## src/rtl/stopwatch_pkg.sv

```systemverilog
`default_nettype none
// ============================================================================
// stopwatch_pkg : time-field limits, widths and the packed time record
// Rev 1.0
// ============================================================================
package stopwatch_pkg;

  localparam int MSEC_W = 7;
  localparam int SEC_W  = 6;
  localparam int MIN_W  = 6;
  localparam int HOUR_W = 5;

  localparam logic [MSEC_W-1:0] MSEC_MAX = 7'd99;
  localparam logic [SEC_W-1:0]  SEC_MAX  = 6'd59;
  localparam logic [MIN_W-1:0]  MIN_MAX  = 6'd59;
  localparam logic [HOUR_W-1:0] HOUR_MAX = 5'd23;

  typedef struct packed {
    logic [HOUR_W-1:0] hour;
    logic [MIN_W-1:0]  min;
    logic [SEC_W-1:0]  sec;
    logic [MSEC_W-1:0] msec;
  } time_t;

endpackage
`default_nettype wire

```

## src/rtl/stopwatch_tick_gen.sv

```systemverilog
`default_nettype none
// ============================================================================
// stopwatch_tick_gen : clock-enable divider, tick_o high while wrapping DIV-1->0
// Rev 1.0
// ============================================================================
module stopwatch_tick_gen #(
  parameter int DIV = 10
) (
  input  logic clk,
  input  logic reset,
  input  logic enable_i,
  input  logic clear_i,
  output logic tick_o
);

  localparam int CW = (DIV > 1) ? $clog2(DIV) : 1;
  localparam logic [CW-1:0] DIV_LAST = CW'(DIV - 1);

  logic [CW-1:0] div_q, div_d;

  // A stopped divider keeps its partial period so resuming neither gains nor loses time.
  always_comb begin
    div_d  = div_q;
    tick_o = 1'b0;
    if (clear_i) begin
      div_d = '0;
    end else if (enable_i) begin
      if (div_q == DIV_LAST) begin
        div_d  = '0;
        tick_o = 1'b1;
      end else begin
        div_d = div_q + 1'b1;
      end
    end
  end

  always_ff @(posedge clk) begin
    if (!reset) div_q <= '0;
    else        div_q <= div_d;
  end

endmodule
`default_nettype wire

```

## src/rtl/stopwatch_dp.sv

```systemverilog
`default_nettype none
// ============================================================================
// stopwatch_dp : centisecond/second/minute/hour counter chain with tick divider
// Optional lap freeze display enabled by macro STOPWATCH_LAP_EN.  Rev 1.0
// ============================================================================
module stopwatch_dp
  import stopwatch_pkg::*;
#(
  parameter int CLK_FREQ_HZ = 100_000_000,
  parameter int TICK_HZ     = 100
) (
  input  logic              clk,
  input  logic              reset,
  input  logic              i_runstop,
  input  logic              i_clear,
  input  logic              i_lap,
  output logic [MSEC_W-1:0] o_msec,
  output logic [SEC_W-1:0]  o_sec,
  output logic [MIN_W-1:0]  o_min,
  output logic [HOUR_W-1:0] o_hour,
  output logic              o_tick,
  output logic              o_rollover
);

  localparam int DIV = CLK_FREQ_HZ / TICK_HZ;

  logic              w_tick;
  logic [MSEC_W-1:0] msec_q, msec_d;
  logic [SEC_W-1:0]  sec_q,  sec_d;
  logic [MIN_W-1:0]  min_q,  min_d;
  logic [HOUR_W-1:0] hour_q, hour_d;
  logic              tick_q, tick_d;
  logic              roll_q, roll_d;
  time_t             live;

  stopwatch_tick_gen #(
    .DIV (DIV)
  ) u_tick (
    .clk      (clk),
    .reset    (reset),
    .enable_i (i_runstop),
    .clear_i  (i_clear),
    .tick_o   (w_tick)
  );

  // Full carry chain resolves in a single edge.
  always_comb begin
    msec_d = msec_q;
    sec_d  = sec_q;
    min_d  = min_q;
    hour_d = hour_q;
    tick_d = 1'b0;
    roll_d = 1'b0;
    if (i_clear) begin
      msec_d = '0;
      sec_d  = '0;
      min_d  = '0;
      hour_d = '0;
    end else if (w_tick) begin
      tick_d = 1'b1;
      if (msec_q == MSEC_MAX) begin
        msec_d = '0;
        if (sec_q == SEC_MAX) begin
          sec_d = '0;
          if (min_q == MIN_MAX) begin
            min_d = '0;
            if (hour_q == HOUR_MAX) begin
              hour_d = '0;
              roll_d = 1'b1;
            end else begin
              hour_d = hour_q + 1'b1;
            end
          end else begin
            min_d = min_q + 1'b1;
          end
        end else begin
          sec_d = sec_q + 1'b1;
        end
      end else begin
        msec_d = msec_q + 1'b1;
      end
    end
  end

  always_ff @(posedge clk) begin
    if (!reset) begin
      msec_q <= '0;
      sec_q  <= '0;
      min_q  <= '0;
      hour_q <= '0;
      tick_q <= 1'b0;
      roll_q <= 1'b0;
    end else begin
      msec_q <= msec_d;
      sec_q  <= sec_d;
      min_q  <= min_d;
      hour_q <= hour_d;
      tick_q <= tick_d;
      roll_q <= roll_d;
    end
  end

  assign live       = '{hour: hour_q, min: min_q, sec: sec_q, msec: msec_q};
  assign o_tick     = tick_q;
  assign o_rollover = roll_q;

`ifdef STOPWATCH_LAP_EN
  time_t lap_q, lap_d;
  logic  freeze_q, freeze_d;

  always_comb begin
    lap_d    = lap_q;
    freeze_d = freeze_q;
    if (i_clear) begin
      lap_d    = '0;
      freeze_d = 1'b0;
    end else if (i_lap) begin
      if (freeze_q) begin
        freeze_d = 1'b0;
      end else begin
        lap_d    = live;
        freeze_d = 1'b1;
      end
    end
  end

  always_ff @(posedge clk) begin
    if (!reset) begin
      lap_q    <= '0;
      freeze_q <= 1'b0;
    end else begin
      lap_q    <= lap_d;
      freeze_q <= freeze_d;
    end
  end

  // Display shows the lap snapshot while frozen; counting itself never pauses.
  assign {o_hour, o_min, o_sec, o_msec} = freeze_q ? lap_q : live;
`else
  logic unused_lap;
  assign unused_lap = i_lap;
  assign {o_hour, o_min, o_sec, o_msec} = live;
`endif

endmodule
`default_nettype wire

```

## config.mk

```make
export PLATFORM = sky130hd
export DESIGN_NAME = stopwatch_dp
export DESIGN_NICKNAME = d
export VERILOG_FILES = /design/src/rtl/stopwatch_pkg.sv /design/src/rtl/stopwatch_tick_gen.sv /design/src/rtl/stopwatch_dp.sv
export SDC_FILE = /design/constraint.sdc
export NUM_CORES = 1
export LEC_CHECK = 0
export ABC_AREA = 1
export CAP_MARGIN = 0
export CELL_PAD_IN_SITES_DETAIL_PLACEMENT = 0
export CELL_PAD_IN_SITES_GLOBAL_PLACEMENT = 1
export CORE_UTILIZATION = 45
export DETAILED_ROUTE_END_ITERATION = 10
export DONT_BUFFER_PORTS = 1
export GPL_ROUTABILITY_DRIVEN = 0
export PLACE_DENSITY = 0.84
export SETUP_SLACK_MARGIN = 0.2
export SYNTH_ARGS = -nofsm -noshare
export SYNTH_HDL_FRONTEND = slang
export SYNTH_SLANG_ARGS = --single-unit
```

## constraint.sdc

```tcl
create_clock -name clk -period 3.1 [get_ports clk]
set_input_delay 0.31 -clock clk [delete_from_list [all_inputs] [get_ports clk]]
set_output_delay 0.31 -clock clk [all_outputs]
set_load 0.005 [all_outputs]
```

==> results.cfg <==
[status]
status = complete, no violations

[flow_run]
maxCapViolCount = 0

[sta]
rsz0062_at_grt = no
skew_ps = 8.24
setup_viol = 0
final.setup.tns_ps = 0
period_minus_slack_ps = 1960
slew_headroom_pct = 67.5
min_period_over_period_pct = 63.3
fmax_mhz = 510
finalHoldViolations = 0
tightest_slew_ps = 485
final_max_slew_viol_count = 0

[route]
vias = 2343
drt-initial-drc-count = 149
vias_per_cell = 4.91
drcViolationCount = 0
post_drt_wl_per_cell_um = 12.1
drtAntennaViolNets = 0
dr.pass1.iters = 4
wirelength_um = 5780

[power]
pwr-share-comb_pct = 2.5
vdd_drop_max_mv = 0.182
power.leakage_nw = 1.09
p_sw_share_pct = 21.7
powerDensity_nw_per_um2 = 342
seqPwrFrac_pct = 61.6
switchingPower_mw = 0.209
p_int_mw = 0.753
power.share.clock_pct = 35.9

[placement]
dp_hpwl_um = 4350
io_buffers = 0
dpl.cell_count = 470

[cts]
cts_buffers = 5
ctsResizeCount = 0
cts_tree = built
clock_path_buffers = 2
clock_sinks = 46
post_cts_buffers = 0
cts_hold_buf = 0
cts_root_buf = clkbuf_8
clk_pin_slew_ps = 80
cts-htree-levels = 2
clock_latency_ps = 290

[min_path]
hp-class = in -> reg

[die]
core-area_um2 = 5610
std_cell_rows = 27
dieHeight_um = 79.1
initial_utilization_pct = 47.7
num_io_pins = 31
fp.dieW_um = 79.1
die_area_um2 = 6250

[worst_setup_path]
cp-start-kind = register
required_ps = 3300
slowest_delay_ps = 380
cp_cell_sequence = ha_1 -> nand2_1 -> nor2_4 -> nand3_2 -> nor2_4 -> nand2_2 -> nand2_2 -> inv_1 -> nand2_1 -> nand2_1
endpoint_kind = register
crit_path_frequent_cell = nand2_1
worstPathMaxFanout = 16
critPathSlowestCell = dfxtp_1
reg2reg_slack_ps = 1140
worstSetupPathType = reg -> reg
cp.arrival_ps = 2160

[synth]
synth_edf_count = 0
ys_warn_count = 0
ys_types = 34
yosysSeqAreaShare_pct = 34.5
synth_seq_cells = 46
synthCells = 402
syn_area_um2 = 2670
synthFlopType = dfxtp_1
syn_avg_cell_area_um2 = 6.65
synthArstFlopShare_pct = 0
syn_nets = 412

[grt]
grt.total_usage_pct = 20.2
grt_max_degree = 17
antenna_found_initial = 0
grt_remaining_overflow = 0
grt_pass1_wl_um = 9940
grt_pass1_vias = 2205

[cells_and_area]
synthToLayoutAreaGrowth_pct = 5.29
fin_cells = 477
antenna_cells = 0
drive_gt1_share_pct = 10.1
nNetsFinal = 415
synthesized netlist by cell type, types with 2 or more instances:
library cell   n  area [µm²]
inv_2          6        22.5
xnor2_1        2        17.5
buf_2          2        10.0
nand3_1       31         155
nand2_2        8        50.1
nor3_1        13        65.1
nand3b_1       2        15.0
nand2_1       84         315
inv_1         54         203
nand4_1        9        56.3
nor2_4         6        67.6
nor3_2         3        30.0
o21ai_0       12        60.1
xor2_1        11        96.3
a21oi_1       14        70.1
nor2_1        75         282
ha_1           5        62.6
dfxtp_1       46         921
nor2_2         4        25.0
metrics by stage:
step                hold WS (ps)  setup WS [ps]  util [%]  cell area (µm²)  power [mW]
finish                       185           1140      50.2             2810       0.962
global route                 184            938      50.2             2810        1.01
CTS                          171           1140      50.2             2810       0.978
detailed placement           445           1140      48.8             2740       0.631
global placement             441           1170      48.8             2740       0.631
floorplan                    433           1540         -             2670       0.626
worst max-delay path: cells and delay by family, from the launching register on:
family,cells,cell delay (ps)
flops,1,380
simple gates,8,1190
buf+inv,1,80
fa+ha+maj,1,220
final timing paths:
path | from | to | cells after the start
max | u_tick.div_q[0]$_SDFFE_PP0P_ | o_sec[4]$_SDFFE_PP0P_ | 10
min | i_runstop | u_tick.div_q[0]$_SDFFE_PP0P_ | 2
max reg2reg | u_tick.div_q[0]$_SDFFE_PP0P_ | o_sec[4]$_SDFFE_PP0P_ | 10
min reg2reg | u_tick.div_q[17]$_SDFFE_PP0P_ | u_tick.div_q[17]$_SDFFE_PP0P_ | 2
power groups by stage:
stage / Combinational (mW) / Sequential (mW) / Clock (mW)
after detailed placement: 0.0245 / 0.606 / 0
after floorplan: 0.0199 / 0.606 / 0
after CTS: 0.0245 / 0.592 / 0.361
after global placement: 0.0244 / 0.606 / 0
after global routing: 0.0277 / 0.593 / 0.388
final: 0.0242 / 0.592 / 0.345
layout by cell type (no fill, tap or decap):
master    instances
nand2_1          84
nor2_1           75
inv_1            54
dfxtp_1          46
nand3_1          31
a21oi_1          14
nor3_1           13
o21ai_0          12
xor2_1           11
nand4_1           9
nand2_2           8
inv_2             6
nor2_4            6
ha_1              5
clkbuf_8          5
nor2_2            4
nor3_2            3
xnor2_1           2
nand3b_1          2
clkbuf_1          2
nand2_4           1
clkinv_2          1
nand3_2           1
nand3b_4          1
a311oi_1          1
nand4_4           1
nor3b_1           1
o21a_1            1
nor4_1            1
nand3b_2          1
a21oi_2           1
a21o_2            1
buf_4             1
routing by layer:
| metal | vias to the layer above | track usage (%) | share of wire [%] |
|---|---|---|---|
| met5 | - | 0 | 0 |
| met4 | 0 | 5.45 | 0.83 |
| met3 | 5 | 5.98 | 5.9 |
| met2 | 46 | 31.1 | 42 |
| met1 | 1021 | 27.2 | 51 |
| li1 | 1271 | - | - |
final cells by class:
| cell class | instances | area, µm² |
|---|---|---|
| fill | 610 | 2790 |
| timing repair buffer | 1 | 7.51 |
| tap | 72 | 90.1 |
| sequential | 46 | 921 |
| multi-input combinational | 290 | 1490 |
| inverter | 61 | 230 |
| clock buffer | 7 | 76.3 |
kinds of logic after synthesis:
logic type | count (synthesis) | synth area share [%]
buffers and inverters | 66 | 9.83
AND/OR/NAND/NOR | 242 | 43.0
adder cells (fa/ha/maj) | 5 | 2.34
AO/OA/AOI/OAI | 30 | 6.13
XOR/XNOR | 13 | 4.26
flip-flops | 46 | 34.5
state kept, by name (all words and copies together) (netlist names):
register      flops
o_min             6
o_hour            5
o_sec             6
o_tick            1
u_tick.div_q     20
o_rollover        1
o_msec            7
Power figures use the tool's default switching activity.
==> patch 1, RTL diff (same settings) <==
Register the output `o_tick` once more, with the module's reset; this adds one clock of latency there. The other outputs are not delayed to match.
--- a/src/rtl/stopwatch_dp.sv
+++ b/src/rtl/stopwatch_dp.sv
@@ -101,7 +101,13 @@
   end
 
   assign live       = '{hour: hour_q, min: min_q, sec: sec_q, msec: msec_q};
-  assign o_tick     = tick_q;
+  always_ff @(posedge clk) begin
+    if (!reset) begin
+      o_tick <= '0;
+    end else begin
+      o_tick <= tick_q;
+    end
+  end
   assign o_rollover = roll_q;
 
 `ifdef STOPWATCH_LAP_EN
Check against the original RTL: same outputs for any inputs over 10 cycles, from zero or initial values and one cycle with reset low; that may be too few to reach the edited logic, so the function may still have changed.
==> patch 1 against the original RTL <==
Synthesized area shrank 0.98%; critical path depth unchanged; first-iteration DRC count fell by 26%; clock power grew 11%; total power grew 5.0%; setup slack better by 0.14 ns; routed wire length shrank 2.8%; sequential cell count rose by 1; sequential power increased by 2%; combinational power down 8.7%; design area is 0.31% lower; count of clock-buffer cells in the layout down 2; largest cell class unchanged; largest power group unchanged.
==> patch 1: results (changes against the original RTL) <==
Run status
  • Outcome: finished, final reports clean

Detailed routing
  • Routed Wire Length: 5616 um (-2.8%)
  • Post-Route M1 WL: 2894 um (-2.0%)
  • Met2 wire length: 2361 um (-2.9%)
  • Total iterations of the first detailed-routing run: 5 (+1)
  • DRT iter0 DRCs: 110 (-26%)
  • Vias per cell: 4.855 (-1.2%)
  • Routed wl met3: 295 um (-13%)

Yosys
  • Ys async rst share: 0% (unchanged)
  • Sequential-to-total area share from yosys stat: 35.56% (+1.1 points)
  • Synth unique cells: 31 (-8.8%)
  • Synth area leaders: dfxtp_1 36%, nand2_1 13%, nor2_1 12%
  • Most used DFF post-synth: dfxtp_1
  • Synth top cells by count: 92 x nand2_1, 84 x nor2_1, 51 x inv_1, 47 x dfxtp_1, 25 x nand3_1
  • Mapped Avg Cell Area: 6.616 um2 (-0.49%)

CTS
  • Worst skew pair latency: 0.31 ns (+0.02 ns)
  • Clock sinks: 47 (+2.2%)
  • CTS max path bufs: 2 (unchanged)
  • Post-CTS resize count: 0 (unchanged)

Finish
  • Fill count: 625 (+2.5%)
  • Multi-In Gates: 287 (-1.0%)
  • CLK BUF: 5 (-2)
  • Nets@finish: 414 (-0.24%)
  • Register area: 940.9 um2 (+2.2%)
  • Share of cells above drive strength 1: 9.877% (-0.25 points)
  • Multi-input logic portion of the cell area: 51.52% (-1.4 points)
  • Non-clk invs: 62 (+1.6%)
  • NonClk Buf Share: 0.2676% (+0.00083 points)
  • Biggest register: u_tick.div_q
  • Final clock-cell share: 3.122% (+0.41 points)

Global routing
  • Number of global-route vias before repair: 2187 (-0.82%)
  • Total track usage: 20.06% (-0.12 points)
  • First-pass GRT wire length: 9867 um (-0.69%)
  • Met2 usage: 31.13% (about the same)
  • GR Layer Usage met3: 5.349% (-0.63 points)
  • Met1 Use GR: 26.70% (-0.54 points)

Timing
  • Hold_ws: 0.1004 ns (-0.08468 ns)
  • Fin. max-slew vios: 0 (unchanged)
  • Clk_skew: 0.008955 ns (+0.0007154 ns)
  • Max_slew headroom: 74.04% (+6.6 points)

Setup path
  • Setup crit end: o_msec[2]
  • R2R setup slack: 1.28 ns (+0.14 ns)
  • FF-to-FF Start: u_tick.div_q[0]
  • Worst path max stage delay: 0.39 ns
  • Worst r2r path cells: 10 (unchanged)
  • Worst EP arrival: 2.04 ns (-0.12 ns)
  • Crit Path Max Fanout: 15 (-1)

Power
  • Maximum VDD drop: 0.2110 mV (+16%)
  • Lkg Pwr: 1.138 nW (+4.2%)

Hold path
  • Hold endpoint: o_tick
  • Min-delay src: reset

Place
  • Post-DP HPWL: 4229 um (-2.8%)
patch 1: changes by cell type after synthesis, moves of 2 or more:
cell	delta
nor3_1	-5
inv_1	-3
nand2_2	-3
nand2_1	+8
buf_2	-2
nor2_1	+9
clkbuf_1	+2
nand3_1	-6
inv_2	+3
patch 1: report_power, final:
group	switching (mW)	internal, mW	leakage [nW]
clock	0.223	0.159	0.0483
combinational	0.0166	0.00550	0.711
sequential	0.00111	0.604	0.379
patch 1: logic make-up after synthesis:
group | share of synthesized area (%)
buffers and inverters | 9.834
DFF | 35.56
xor gates and xnor gates | 4.303
and+or+nand+nor | 42.60
AOI/OAI and AO/OA | 5.343
adders and majority gates | 2.364
patch 1: through the flow:
stage	instance area (um2)	instances	setup slack (ns)	util [%]
after global routing	2805	477	1.049	50.33
after floorplan	2646	400	1.582	-
after detailed placement	2718	469	1.310	48.75
after CTS	2805	477	1.269	50.33
final	2805	477	1.276	50.33
after global placement	2718	469	1.322	48.75
==> patch 2, RTL diff (config.mk and constraints unchanged) <==
Without the edit above. Build with the macro `STOPWATCH_LAP_EN` defined.
--- a/src/rtl/stopwatch_dp.sv
+++ b/src/rtl/stopwatch_dp.sv
@@ -3,6 +3,8 @@
 // stopwatch_dp : centisecond/second/minute/hour counter chain with tick divider
 // Optional lap freeze display enabled by macro STOPWATCH_LAP_EN.  Rev 1.0
 // ============================================================================
+`define STOPWATCH_LAP_EN
+
 module stopwatch_dp
   import stopwatch_pkg::*;
 #(
Behaviour: same outputs for any inputs over 10 cycles, from zero or initial values; that may be too few to reach the edited logic, so the function may still have changed.
==> patch 2 against the original RTL <==
Die area rose by 37%; via count rose by 43%; first-iteration DRC count rose by 14%; setup slack got worse by 0.063 ns; synthesized area rose by 38%; worst hold slack got worse by 0.085 ns; design area rose by 41%; routed wire length rose by 45%; sequential cell count rose by 25; synthesized cell count rose by 35%; total power rose by 78%; final cell count rose by 36%; highest routed layer unchanged.
==> patch 2: results (changes against the original RTL) <==
Run status
  • Outcome: finished, final reports clean

Setup path
  • Crit Path Max Fanout: 9 (-7)
  • Setup crit end: hour_q[1]
  • Worst EP arrival: 2.27 ns (+0.11 ns)
  • Max stage delay cell, worst path: dfxtp_1
  • R2R setup slack: 1.08 ns (-0.06 ns)
  • Worst path max stage delay: 0.52 ns (+0.14 ns)
  • Worst Setup SP: msec_q[0]

Yosys
  • Synth unique cells: 34 (unchanged)
  • Synth area leaders: dfxtp_1 38%, nand2_1 13%, nor2_1 9.0%
  • Synth top cells by count: 124 x nand2_1, 89 x nor2_1, 71 x dfxtp_1, 50 x inv_1, 30 x o21ai_0
  • Sequential-to-total area share from yosys stat: 38.42% (+4.0 points)
  • Post-synthesis register bit count: 71 (+54%)

Timing
  • Hold_ws: 0.09960 ns (-0.08546 ns)
  • Max_slew headroom: 42.76% (-25 points)
  • Clk_skew: 0.01245 ns (+0.004210 ns)

Hold path
  • Min-delay src: i_lap

Global routing
  • Largest net degree at the start of global routing: 45 (+28)
  • First-pass GRT wire length: 14480 um (+46%)
  • Total track usage: 21.31% (+1.1 points)
  • Number of global-route vias before repair: 3052 (+38%)

CTS
  • Post-CTS Setup Bufs: 0 (unchanged)
  • CTS Buf Count: 9 (+4)
  • Worst skew pair latency: 0.34 ns (+0.05 ns)
  • H-Tree Depth: 3 (+1)

Detailed routing
  • DRT iter0 DRCs: 170 (+14%)
  • Routed vias: 3355 (+43%)
  • Routed Wire Length: 8385 um (+45%)

Finish
  • Largest registers: lap_q (24), u_tick.div_q (20), msec_q (7)
  • Fill count: 800 (+31%)
  • Nets@finish: 552 (+33%)
  • Share of cells above drive strength 1: 9.689% (-0.43 points)

Place
  • Post-DP HPWL: 6181 um (+42%)

Power
  • Lkg Pwr: 1.582 nW (+45%)
  • Maximum VDD drop: 0.2223 mV (+22%)
## patch 2: per-stage QoR
step | cell area, um2 | setup slack [ns] | instances
final | 3978 | 1.075 | 649
after global routing | 3978 | 0.8924 | 649
after CTS | 3978 | 1.086 | 649
after detailed placement | 3789 | 1.094 | 633
after global placement | 3789 | 1.127 | 633
after floorplan | 3700 | 1.409 | 542
## patch 2: layout make-up
cell class	instances	area share, %
clock buffers	10	3.209
well taps	102	3.209
multi-input cells	393	49.70
repair buffers	3	0.5662
flip-flops and latches	71	35.73
inverters	64	6.040
clock inverters	6	1.541
## patch 2: cell families (layout without fill, tap and decap cells)
kind of cell	after synthesis	count (layout)	share of synthesized area [%]
compound gates	83	83	12.65
simple gates	298	298	37.44
fa+ha+maj	5	5	1.691
xor+xnor	7	7	1.657
buf+inv	78	83	8.150
flops	71	71	38.42
## patch 2: per-layer routing
layer  GRT usage, %  wire length [um]  up-vias
met4          6.026               104        0
met3          4.680               381       10
met1          30.70              4341     1509
met2          31.85              3557       63
li1               -                 -     1773
met5              0                 0        -
## patch 2: report_power, final
group	switching (mW)	total, mW	internal [mW]
registers	0.00514	0.926	0.921
logic	0.0491	0.0670	0.0178
clock network	0.350	0.719	0.369
total	0.404	1.71	1.31
## patch 2: how the worst min path moves through the flow
| stage | to | cells past startpoint |
|---|---|---|
| after floorplan | hour_q[4] | 2 |
| after global placement | hour_q[4] | 2 |
| after detailed placement | lap_q[21] | 2 |
| after CTS | lap_q[12] | 2 |
| after global routing | lap_q[0] | 2 |
| final | lap_q[12] | 2 |
